## src/rtl/sum_threshold_detect_if.sv

```systemverilog
// sum_threshold_detect_if: valid/ready sample stream carrying a signed sum, end-of-packet and a detect flag
interface sum_threshold_detect_if #(
  parameter int WIDTH = 26
) ();
  logic [WIDTH-1:0] tdata;
  logic             tlast;
  logic             tuser;
  logic             tvalid;
  logic             tready;
  modport master (output tdata, tlast, tuser, tvalid, input tready);
  modport slave  (input tdata, tlast, tvalid, output tready);
endinterface

```

## src/rtl/sum_threshold_detect.sv

```systemverilog
// sum_threshold_detect: one-stage pass-through of a signed sum stream that flags the
// sample completing a run above threshold_hi, re-arming after a drop below threshold_lo plus holdoff
module sum_threshold_detect #(
  parameter int WIDTH      = 26,
  parameter int RUN_WIDTH  = 8,
  parameter int HOLD_WIDTH = 16
) (
  input  logic                  clk,
  input  logic                  reset_n,
  input  logic                  clear,
  input  logic [WIDTH-1:0]      threshold_hi,
  input  logic [WIDTH-1:0]      threshold_lo,
  input  logic [RUN_WIDTH-1:0]  min_run,
  input  logic [HOLD_WIDTH-1:0] holdoff,
  sum_threshold_detect_if.slave  up,
  sum_threshold_detect_if.master down,
  output logic                  active
);
  typedef enum logic [1:0] {IDLE, ACTIVE, HOLD} state_t;
  state_t                state;
  logic [RUN_WIDTH-1:0]  run_cnt;
  logic [RUN_WIDTH-1:0]  run_min;
  logic [RUN_WIDTH:0]    run_nxt;
  logic [HOLD_WIDTH-1:0] hold_cnt;
  logic                  beat, hi, lo, trig, long_hold;
  assign up.tready = ~clear & (down.tready | ~down.tvalid);
  assign beat      = up.tvalid & up.tready;
  assign hi        = $signed(up.tdata) > $signed(threshold_hi);
  assign lo        = $signed(up.tdata) < $signed(threshold_lo);
  assign run_min   = (min_run == '0) ? RUN_WIDTH'(1) : min_run;
  assign run_nxt   = {1'b0, run_cnt} + (RUN_WIDTH+1)'(1);
  assign trig      = (state == IDLE) && hi && (run_nxt >= {1'b0, run_min});
  assign long_hold = holdoff > HOLD_WIDTH'(1);
  assign active    = state == ACTIVE;
  // The release beat itself counts as the first holdoff beat, so holdoff of 0 or 1 re-arms at once.
  always_ff @(posedge clk or negedge reset_n)
    if (!reset_n) begin
      state       <= IDLE;
      run_cnt     <= '0;
      hold_cnt    <= '0;
      down.tvalid <= 1'b0;
      down.tdata  <= '0;
      down.tlast  <= 1'b0;
      down.tuser  <= 1'b0;
    end else if (clear) begin
      state       <= IDLE;
      run_cnt     <= '0;
      hold_cnt    <= '0;
      down.tvalid <= 1'b0;
    end else begin
      if (up.tready) down.tvalid <= up.tvalid;
      if (beat) begin
        down.tdata <= up.tdata;
        down.tlast <= up.tlast;
        down.tuser <= trig;
        case (state)
          IDLE: begin
            run_cnt <= (trig || !hi) ? '0 : (&run_cnt ? run_cnt : run_nxt[RUN_WIDTH-1:0]);
            if (trig) state <= ACTIVE;
          end
          ACTIVE: if (lo) begin
            state    <= long_hold ? HOLD : IDLE;
            hold_cnt <= long_hold ? holdoff - HOLD_WIDTH'(1) : '0;
          end
          default: begin
            hold_cnt <= hold_cnt - HOLD_WIDTH'(1);
            run_cnt  <= '0;
            if (hold_cnt == HOLD_WIDTH'(1)) state <= IDLE;
          end
        endcase
      end
    end
endmodule

```

## src/flat_wrapper.sv

```systemverilog
// flat-port wrapper written by rule: the top's interface ports become plain ports
module sum_threshold_detect_flat 
#(
  parameter int WIDTH      = 26,
  parameter int RUN_WIDTH  = 8,
  parameter int HOLD_WIDTH = 16
)
  (clk, reset_n, clear, threshold_hi, threshold_lo, min_run, holdoff, active, up_tdata, up_tlast, up_tvalid, up_tready, down_tdata, down_tlast, down_tuser, down_tvalid, down_tready);
  sum_threshold_detect_if #(.WIDTH(WIDTH)) up_i ();
  sum_threshold_detect_if #(.WIDTH(WIDTH)) down_i ();
  input  logic clk;
  input  logic reset_n;
  input  logic clear;
  input  logic [WIDTH-1:0] threshold_hi;
  input  logic [WIDTH-1:0] threshold_lo;
  input  logic [RUN_WIDTH-1:0] min_run;
  input  logic [HOLD_WIDTH-1:0] holdoff;
  output logic active;
  input wire logic [$bits(up_i.tdata)-1:0] up_tdata;
  input wire logic [$bits(up_i.tlast)-1:0] up_tlast;
  input wire logic [$bits(up_i.tvalid)-1:0] up_tvalid;
  output wire logic [$bits(up_i.tready)-1:0] up_tready;
  output wire logic [$bits(down_i.tdata)-1:0] down_tdata;
  output wire logic [$bits(down_i.tlast)-1:0] down_tlast;
  output wire logic [$bits(down_i.tuser)-1:0] down_tuser;
  output wire logic [$bits(down_i.tvalid)-1:0] down_tvalid;
  input wire logic [$bits(down_i.tready)-1:0] down_tready;
  assign up_i.tdata = up_tdata;
  assign up_i.tlast = up_tlast;
  assign up_i.tvalid = up_tvalid;
  assign up_tready = up_i.tready;
  assign down_tdata = down_i.tdata;
  assign down_tlast = down_i.tlast;
  assign down_tuser = down_i.tuser;
  assign down_tvalid = down_i.tvalid;
  assign down_i.tready = down_tready;
  sum_threshold_detect #(.WIDTH(WIDTH), .RUN_WIDTH(RUN_WIDTH), .HOLD_WIDTH(HOLD_WIDTH)) u_core (.clk(clk), .reset_n(reset_n), .clear(clear), .threshold_hi(threshold_hi), .threshold_lo(threshold_lo), .min_run(min_run), .holdoff(holdoff), .up(up_i), .down(down_i), .active(active));
endmodule
```

## config.mk

```make
export PLATFORM = sky130hd
export DESIGN_NAME = sum_threshold_detect_flat
export DESIGN_NICKNAME = d
export VERILOG_FILES = /design/src/rtl/sum_threshold_detect_if.sv /design/src/rtl/sum_threshold_detect.sv /design/src/flat_wrapper.sv
export SDC_FILE = /design/constraint.sdc
export NUM_CORES = 1
export LEC_CHECK = 0
export BUFFER_PORTS_ARGS = -buffer_cell sky130_fd_sc_hd__clkbuf_2
export CORE_ASPECT_RATIO = 1.4
export CORE_MARGIN = 1.5
export CORE_UTILIZATION = 44
export DETAILED_ROUTE_END_ITERATION = 8
export PLACE_DENSITY = 0.73
export SLEW_MARGIN = 20
export SYNTH_ARGS = -nofsm -noshare
export SYNTH_HDL_FRONTEND = slang
export SYNTH_SLANG_ARGS = --single-unit
```

## constraint.sdc

```tcl
create_clock -name clk -period 2.4 [get_ports clk]
set_input_delay 0.24 -clock clk [delete_from_list [all_inputs] [get_ports clk]]
set_output_delay 0.24 -clock clk [all_outputs]
set_load 0.02 [all_outputs]
```

# Word level (Yosys, flattened, before mapping)
# Index checks and enable logic that the tools add are counted.
[word_totals] output_inout_bits=31 word_cells=60 reg_bits=55 inputBits=108
[classes] n_reduce_logical=14 muxes=20 n_eq_ne=7 n_bitwise=5 order_cmp=4 addsub=3
[ops] op="16-bit two-way mux" n=4
[ops] op="8-bit two-way mux" n=5
[ops] op="16-bit case mux with 2 select lines" n=1
[ops] op="16-bit by 1-bit subtractor with 16-bit output, second input constant" n=2
[ops] op="26-bit > comparator" n=1
[ops] op="26-bit < comparator" n=1
[ops] op="16-bit by 1-bit == test with 1-bit output, second input constant" n=1
[ops] op="16-bit by 1-bit > comparator with 1-bit output, second input constant" n=1
[ops] op="8-bit case mux with 2 select lines" n=1
[ops] op="2-bit two-way mux" n=6
[ops] op="8-bit by 1-bit adder with 9-bit output, second input constant" n=1
[ops] op="9-bit by 8-bit >= comparator with 1-bit output" n=1
[ops] op="8-bit logical NOT" n=1
[ops] op="8-bit AND reduction" n=1
[ops] op="3-bit by 2-bit != test with 1-bit output, second input constant" n=2
[ops] op="3-bit AND reduction" n=2
[ops] op="2-bit != test, second input constant" n=2
[ops] op="4-bit != test, second input constant" n=1
[ops] op="2-bit case mux with 2 select lines" n=1
[ops] op="4-bit AND reduction" n=1
[ops] op="2-bit nonzero test" n=2
[ops] op="4-bit nonzero test" n=1
[ops] op="1-bit AND" n=2
[ops] op="2-bit by 1-bit == test with 1-bit output, second input constant" n=1
[ops] op="other kinds (8)" n=11

# Logic depth before layout (Yosys ltp)
# Gate-level depths: netlist of the first run.
[logic_depth] depth_word=9 mapped_depth=11 ltp_nobuf=11

# Worst setup path before layout of the first run
# OpenSTA, ideal clock, no wires.
[synth_timing] kind="in2reg" start="input threshold_lo[19]" end="register u_core.hold_cnt[0]" arrival_time_ps=2295 n_path_buf=0 path_slack_ps=-19 setup_ps=125 path_stages=9 required_ps=2275 path_cell_list="inv_1 ha_1 a21o_1 a221o_1 a221oi_2 o2111ai_1 o311ai_2 o21a_4 mux2_2"
[synth_between] elab_chain_len=3
[synth_lines] item="start, declared" line="flat_wrapper.sv:15" source="input logic [WIDTH-1:0] threshold_lo;"
[synth_lines] item="26-bit < comparator" line="sum_threshold_detect.sv:29" source="assign lo = $signed(up.tdata) < $signed(threshold_lo);"
[synth_lines] item="3-bit by 2-bit != test with 1-bit output (no source line)"
[synth_lines] item="3-bit AND reduction (no source line)"
[synth_lines] item="end signal, assigned" line="sum_threshold_detect.sv:63" source="hold_cnt <= long_hold ? holdoff - HOLD_WIDTH'(1) : '0;"
[synth_lines] item="end signal, assigned" line="sum_threshold_detect.sv:66" source="hold_cnt <= hold_cnt - HOLD_WIDTH'(1);"
[synth_lines] item="end, declared" line="sum_threshold_detect.sv:24" source="logic [HOLD_WIDTH-1:0] hold_cnt;"
# Every way passes these cells.
# A chain may end at the register's enable or synchronous reset.

# Worst setup path after layout of the first run
[layout_timing] start="register u_core.run_cnt[2]" end="register u_core.run_cnt[0]"
[layout_between] elab_chain_len=8 word_cells_on_any_way=11 classes_between="add/sub: 1; order compare: 1; eq/ne: 1; mux: 4; reduce/logical: 4"
[layout_lines] item="start, declared" line="sum_threshold_detect.sv:21" source="logic [RUN_WIDTH-1:0] run_cnt;"
[layout_lines] item="start signal, assigned" line="sum_threshold_detect.sv:58" source="run_cnt <= (trig || !hi) ? '0 : (&run_cnt ? run_cnt : run_nxt[RUN_WIDTH-1:0]);"
[layout_lines] item="8-bit by 1-bit adder with 9-bit output" line="sum_threshold_detect.sv:31" source="assign run_nxt = {1'b0, run_cnt} + (RUN_WIDTH+1)'(1);"
[layout_lines] item="9-bit by 8-bit >= comparator with 1-bit output" line="sum_threshold_detect.sv:32" source="assign trig = (state == IDLE) && hi && (run_nxt >= {1'b0, run_min});"
[layout_lines] item="1-bit logical AND" line="sum_threshold_detect.sv:32"
[layout_lines] item="1-bit logical OR" line="sum_threshold_detect.sv:58"
[layout_lines] item="8-bit two-way mux" line="sum_threshold_detect.sv:58"
[layout_lines] item="8-bit case mux with 2 select lines" line="sum_threshold_detect.sv:56" source="case (state)"
[layout_lines] item="8-bit two-way mux" line="sum_threshold_detect.sv:52" source="if (beat) begin"
[layout_lines] item="8-bit two-way mux" line="sum_threshold_detect.sv:45" source="end else if (clear) begin"
# Parallel ways exist; a longest one is shown, timed or not. The select of a mux whose other input is x is not followed.

==> results.toml, run 1 <==
[timing]
final_period_minus_worst_setup_slack_ps = 2350
tightestPinTransition_ps = 723
timing.final.max_slew_violations = 0
final_min_period_over_clock_period_pct = 97.7
final.hold.worst_slack_ps = 63.1
max_slew_margin_pct = 51.8
final_layout_setup_total_negative_slack_ps = 0
final.setup_skew_ps = 7.08
minimum_setup_slack_in_the_final_design_ps = 54.1
setup_viol = 0
fmax_mhz = 426
timing_hold_violations_final = 0

[layout]
num_antenna_cells = 0
fin_cells = 860
postLayoutCoreUtil_pct = 59.6
finish.net_count = 896
mostFrequentLayoutCell = "sky130_fd_sc_hd__clkbuf_2"
layout_common_cells = "sky130_fd_sc_hd__clkbuf_2 (138), sky130_fd_sc_hd__nand2_1 (118), sky130_fd_sc_hd__inv_1 (69), sky130_fd_sc_hd__ha_1 (61), sky130_fd_sc_hd__dfrtp_1 (54)"
flow.area_growth_from_synthesis_pct = 31.2
layout-drive-gt1-share_pct = 29.1
final_design_area_no_fill_um2 = 5900

[logic_synthesis]
postSynthAreaPerCell_um2 = 8.10
post_synth_and_or_nand_nor_area_fraction_pct = 21.4
yosys_warnings = 0
synth-edff-count = 0
multiplexer_share_of_the_synthesized_area_pct = 0.752
synth_top_family_by_area = "simple AND/OR/NAND/NOR gates"
adder_and_majority_gate_portion_of_the_synthesized_area_pct = 17.8
synth_cell_type_count = 51
yosysSeqAreaShare_pct = 30.6
synth-seq-cells = 55
post_synthesis_instance_total = 555
syn_area_um2 = 4490
synth-compound-area-share_pct = 18.2
synth_nets = 727
synthArstFlopShare_pct = 100
yosys_most_used_dff = "sky130_fd_sc_hd__dfrtp_1"
post_synth_xor_area_fraction_pct = 3.90

[critical_path]
critical_path.startpoint_type = "flop"
timing_worst_setup_path_type = "flop to flop"
timing.critical_path.arrival_ps = 2570
worst-path-max-fanout = 4
setup.worst_path.end_class = "flop"
worstPathRequired_ps = 2630
worstRegToRegCells = 11

[floorplanning]
design.die.area_um2 = 10800
fp-row-count = 43
floorplan_core_area_um2 = 9900
floorplan.die.width_um = 88.4
floorplan.initialDensity_pct = 45.4
io_pins = 139
die_height_um = 123

[flow_run]
maxCapViolations = 0

[placement]
placed_cell_areas_um2 = 5540
portBuffers = 138
hpwl_mm = 10.6
gpl.final_weighted_congestion = 0.874
pre_cts_ws_ps = -224
numPlacedInstances = 847

[cts]
clkTransAtPathRegs_ps = 80
clock-root-buffer = "sky130_fd_sc_hd__clkbuf_16"
cts_buffers = 5
cts-root-to-sink-buffers = 2
htreeDepth = 2
tritoncts = "done"
postCtsHoldBufs = 0
cts.sink_count = 55
worstSkewPairLatency_ps = 300

[grt]
grt.overflow.total = 0
first_global_vias = 4752
grt_start_max_net_pins = 56
grt_first_pass_wirelength_mm = 21.0
global_route.usage.total_pct = 24.6
grt_antenna_before_repair = 0

[drt]
wire_per_inst_um = 15.4
route.vias.total = 4731
detail_route.wirelength_mm = 13.2
drt_pre_antenna_iters = 5
route.detailed.drc = 0
remaining_antenna_violation_count = 0
drtIter0Drc = 245
vias_per_cell = 5.50

[power_and_ir_drop]
p_leak_nw = 3.15
irDropWorstVdd_mv = 0.358
power.density_cell_area_nw_per_um2 = 601
power_mw = 3.55

[outcome]
run_status = "complete, no violations"

[min_path]
hold_path.class = "input pin to async pin"
cells in the mapped netlist, types with 3 or more instances:
cell type | number | share of area (%)
sky130_fd_sc_hd__a41oi_1 | 3 | 0.58
sky130_fd_sc_hd__dfrtp_1 | 55 | 31
sky130_fd_sc_hd__a211oi_1 | 5 | 0.84
sky130_fd_sc_hd__nor3_1 | 17 | 1.9
sky130_fd_sc_hd__o211ai_1 | 9 | 1.5
sky130_fd_sc_hd__o221ai_1 | 10 | 1.9
sky130_fd_sc_hd__ha_1 | 64 | 18
sky130_fd_sc_hd__a21o_1 | 3 | 0.50
sky130_fd_sc_hd__nor2_1 | 24 | 2.0
sky130_fd_sc_hd__nor4_1 | 5 | 0.70
sky130_fd_sc_hd__a21oi_1 | 18 | 2.0
sky130_fd_sc_hd__inv_1 | 69 | 5.8
sky130_fd_sc_hd__o21ai_0 | 23 | 2.6
sky130_fd_sc_hd__nor2b_1 | 4 | 0.56
sky130_fd_sc_hd__a22o_1 | 11 | 2.1
sky130_fd_sc_hd__nand4_1 | 14 | 1.9
sky130_fd_sc_hd__nand2_1 | 118 | 9.9
sky130_fd_sc_hd__o22ai_1 | 11 | 1.5
sky130_fd_sc_hd__o32ai_1 | 4 | 0.78
sky130_fd_sc_hd__or3_1 | 4 | 0.56
sky130_fd_sc_hd__nand3_1 | 15 | 1.7
sky130_fd_sc_hd__xor2_1 | 7 | 1.4
sky130_fd_sc_hd__nor3b_1 | 3 | 0.50
sky130_fd_sc_hd__clkbuf_1 | 12 | 1.0
sky130_fd_sc_hd__xnor2_1 | 13 | 2.5
worst max-delay path: stages (launching register included):
cell and delay [ps]:
sky130_fd_sc_hd__dfrtp_2 440, sky130_fd_sc_hd__nand3_2 100, sky130_fd_sc_hd__nor2_2 60, sky130_fd_sc_hd__xnor2_2 270, sky130_fd_sc_hd__ha_4 260, sky130_fd_sc_hd__a21oi_1 160
sky130_fd_sc_hd__nand2_1 90, sky130_fd_sc_hd__a41oi_2 170, sky130_fd_sc_hd__o211ai_1 190, sky130_fd_sc_hd__nor2_2 190, sky130_fd_sc_hd__nand4_1 170, sky130_fd_sc_hd__o21ai_1 180
sequential cells by signal (all words and copies together), names as in the netlist:
name,cells
u_core.run_cnt,8
u_core.state,2
u_core.down.tlast,1
u_core.down.tdata,26
u_core.down.tuser,1
u_core.hold_cnt,16
u_core.down.tvalid,1
cell families (layout without fill, tap and decap cells):
| logic type | after synthesis | after routing |
|---|---|---|
| compound gates | 114 | 114 |
| xor+xnor | 20 | 20 |
| fa+ha+maj | 64 | 64 |
| buf+inv | 84 | 254 |
| flops | 55 | 55 |
| mux | 3 | 3 |
| simple gates | 215 | 215 |
final timing paths:
kind / slack [ps] / endpoint / from
min: 60 / u_core.down.tdata[12] / reset_n
max reg2reg: 50 / u_core.run_cnt[0] / u_core.run_cnt[2]
min in group clk: 150 / u_core.down.tlast / up_tlast
max: 50 / u_core.run_cnt[0] / u_core.run_cnt[2]
max in group asynchronous: 1800 / u_core.run_cnt[2] / reset_n
min reg2reg: 480 / u_core.down.tdata[4] / u_core.down.tdata[4]
cell type report:
type	instances	area, um^2
inverter	69	259
clock buffer	5	125
timing repair buffer	177	983
tap	135	169
multi-input combinational	416	2940
sequential	55	1380
clock inverter	3	43.8
fill	910	4000
per-layer routing:
metal | wire length, um | GRT usage, % | vias to the layer above | share of wire, %
li1 | - | - | 2286 | -
met1 | 5150 | 27.0 | 2223 | 39
met2 | 6930 | 46.2 | 194 | 52
met3 | 791 | 4.44 | 28 | 6.0
met4 | 337 | 8.89 | 0 | 2.6
met5 | 0 | 0 | - | 0
power breakdown:
group / total, mW / internal (mW) / switching (mW) / leakage, nW
logic: 1.41 / 0.592 / 0.819 / 2.36
clock network: 0.851 / 0.493 / 0.357 / 0.0838
registers: 1.28 / 1.12 / 0.165 / 0.712
total: 3.55 / 2.20 / 1.34 / 3.15
timing repair:
action,CTS,global route
pin swaps,5,13
setup buffers,0,5
setup endpoints to repair,8,21
gates resized for setup,9,19
cloned,0,0
Note: power is estimated with default switching activity, not from simulation.
==> run 2: changes to the inputs <==
--- a/config.mk
+++ b/config.mk
@@ -10,7 +10,7 @@
 export CORE_MARGIN = 1.5
 export CORE_UTILIZATION = 44
 export DETAILED_ROUTE_END_ITERATION = 8
-export PLACE_DENSITY = 0.73
+export PLACE_DENSITY = 0.76
 export SLEW_MARGIN = 20
 export SYNTH_ARGS = -nofsm -noshare
 export SYNTH_HDL_FRONTEND = slang
==> constraint.sdc (replaced) <==
create_clock -name clk -period 1.9 [get_ports clk]
set_input_delay 0.19 -clock clk [delete_from_list [all_inputs] [get_ports clk]]
set_output_delay 0.19 -clock clk [all_outputs]
set_load 0.02 [all_outputs]
==> run 2 against run 1 <==
  * The run now ends with setup timing left
  * First-iteration DRC count shrank 24%
  * Via count grew 6.8%
  * Routed wire length grew 8.9%
  * Hold slack gained 46 ps
  * Register-to-register slack lost 500 ps
  * Combinational power grew 85%
  * Cell area grew 15%
  * Critical path depth is the same
==> results.toml, run 2 (synthesis results as in run 1) <==
[outcome]
run_status = "finished, violations left"
failed_checks = "setup timing"

[critical_path]
worst-path-max-fanout = 6
timing_worst_setup_path_type = "flop to flop"
timing.critical_path.arrival_ps = 2550
setup.worst_path.end_class = "flop"
worstPathRequired_ps = 2110
critical_path.startpoint_type = "flop"

[cts]
cts_buffers = 5
htreeDepth = 2
clock-root-buffer = "sky130_fd_sc_hd__clkbuf_16"
cts-root-to-sink-buffers = 2
tritoncts = "done"
worstSkewPairLatency_ps = 290
clkTransAtPathRegs_ps = 70
cts.sink_count = 55

[floorplanning]
io_pins = 139
design.die.area_um2 = 10800
die_height_um = 123
floorplan.die.width_um = 88.4
fp-row-count = 43
floorplan_core_area_um2 = 9900
floorplan.initialDensity_pct = 45.4

[layout]
mostFrequentLayoutCell = "sky130_fd_sc_hd__clkbuf_2"
largest_register = "u_core.down.tdata"
num_antenna_cells = 0
fin_cells = 947
finish.net_count = 983
layout_common_cells = "sky130_fd_sc_hd__clkbuf_2 (136), sky130_fd_sc_hd__nand2_1 (116), sky130_fd_sc_hd__buf_4 (114), sky130_fd_sc_hd__inv_1 (66), sky130_fd_sc_hd__ha_1 (58)"
postLayoutCoreUtil_pct = 68.6
biggestRegsByFlops = "u_core.down.tdata (26), u_core.hold_cnt (16), u_core.run_cnt (8)"
layout-drive-gt1-share_pct = 40.3
flip_flop_count_of_the_largest_register_all_copies_and_words_added = 26
flow.area_growth_from_synthesis_pct = 51.1

[drt]
route.vias.total = 5054
route.detailed.drc = 0
detail_route.wirelength_mm = 14.4
total_met2_wirelength_after_detailed_routing_mm = 7.66
drtIter0Drc = 185
wire_per_inst_um = 15.2
detailroute.wirelength.met3_um = 650
maxUsedRoutingLayer = "met4"
drt_pre_antenna_iters = 4
vias_per_cell = 5.34
remaining_antenna_violation_count = 0
met1_routed_length_mm = 5.51

[timing]
final_min_period_over_clock_period_pct = 123
timing.final.max_slew_violations = 0
minimum_setup_slack_in_the_final_design_ps = -445
final_period_minus_worst_setup_slack_ps = 2340
tightestPinTransition_ps = 533
grt_setup_unrepaired = "yes"
timing_hold_violations_final = 0
max_slew_margin_pct = 64.4
setup_viol = 27
final.hold.worst_slack_ps = 109
final.setup_skew_ps = 6.20
fmax_mhz = 426

[power_and_ir_drop]
internal-power_mw = 3.17
irDropWorstVdd_mv = 0.437
power.density_cell_area_nw_per_um2 = 754
switching_share_pct = 38.0
clock_share_of_power_pct = 17.6
p_leak_nw = 3.61
switching_power_mw = 1.94
proportion_of_power_drawn_by_combinational_gates_pct = 50.9
part_of_the_power_in_registers_pct = 31.5

[placement]
gpl.final_weighted_congestion = 0.898
numPlacedInstances = 928
hpwl_mm = 11.4
portBuffers = 138

[grt]
global_route.usage.total_pct = 26.5
grt_start_max_net_pins = 56
grt_antenna_before_repair = 0
grt_first_pass_wirelength_mm = 22.7
grt.overflow.total = 0
first_global_vias = 5204

[min_path]
hold_path.class = "input pin to flop"

[flow_run]
maxCapViolations = 0
run 2: cell types whose count changed in the layout (fill, tap and decap cells not counted), sizes merged:
cell	before	now
buf	39	126
bufinv	1	0
clkbuf	143	144
clkinv	2	1
dlygate4sd3	0	1
run 2: cell type report:
| class | instances | area [um^2] |
|---|---|---|
| inverters | 69 | 277 |
| repair buffers | 264 | 1710 |
| fillers | 812 | 3110 |
| well taps | 135 | 169 |
| clock buffers | 7 | 133 |
| multi-input cells | 416 | 3110 |
| clock inverters | 1 | 5.00 |
| flip-flops and latches | 55 | 1380 |
run 2: stage by stage:
step	power [mW]	setup TNS, ps	worst slack, ps	cell area [um^2]
3_3_place_gp	3.97	-13690	-628	6330
3_5_place_dp	4.05	-15630	-683	6330
5_1_grt	5.43	-10560	-564	6790
4_1_cts	5.04	-7330	-360	6670
6_report	5.12	-8110	-445	6790
2_1_floorplan	2.79	-5550	-347	4650
run 2: power groups by stage:
stage	Sequential, mW	Combinational (mW)	Clock (mW)
after floorplan	1.70	1.09	0
after global placement	1.60	2.37	0
after detailed placement	1.62	2.44	0
after CTS	1.59	2.53	0.921
after global routing	1.62	2.83	0.969
final	1.61	2.61	0.900
run 2: worst paths after layout:
| kind | start | endpoint | slack [ps] | cells after the start |
|---|---|---|---|---|
| max | u_core.run_cnt[4] | u_core.run_cnt[3] | -440 | 11 |
| min | up_tlast | u_core.down.tlast | 110 | 3 |
| max reg2reg | u_core.run_cnt[4] | u_core.run_cnt[3] | -440 | 11 |
| min reg2reg | u_core.down.tdata[20] | u_core.down.tdata[20] | 480 | 2 |
| max in group asynchronous | reset_n | u_core.run_cnt[1] | 1190 | 3 |
| min in group asynchronous | reset_n | u_core.down.tdata[15] | 440 | 3 |
run 2: worst max-delay path, stage by stage, from the launching register on:
cell and delay (ps):
sky130_fd_sc_hd__dfrtp_1 380, sky130_fd_sc_hd__nand3_2 120, sky130_fd_sc_hd__nor2_2 200, sky130_fd_sc_hd__xnor2_2 180, sky130_fd_sc_hd__ha_4 260, sky130_fd_sc_hd__a21oi_2 120, sky130_fd_sc_hd__nand2_1 70, sky130_fd_sc_hd__a41oi_2 160
sky130_fd_sc_hd__o211ai_1 160, sky130_fd_sc_hd__nor2_1 190, sky130_fd_sc_hd__nand3_2 200, sky130_fd_sc_hd__o21ai_2 220
run 2: routing by layer:
metal | vias up | GRT usage (%)
li1 | 2457 | -
met1 | 2368 | 27.8
met2 | 182 | 50.6
met3 | 47 | 3.63
met4 | 0 | 12.7
met5 | - | 0
run 2: repair_timing:
item	4_1_cts	5_1_grt
setup buffers	6	3
hold endpoints to repair	55	0
hold buffers	1	0
endpoints found under the setup margin	27	27
gates cloned	1	0
gates resized for setup	31	17
pin swaps	17	18
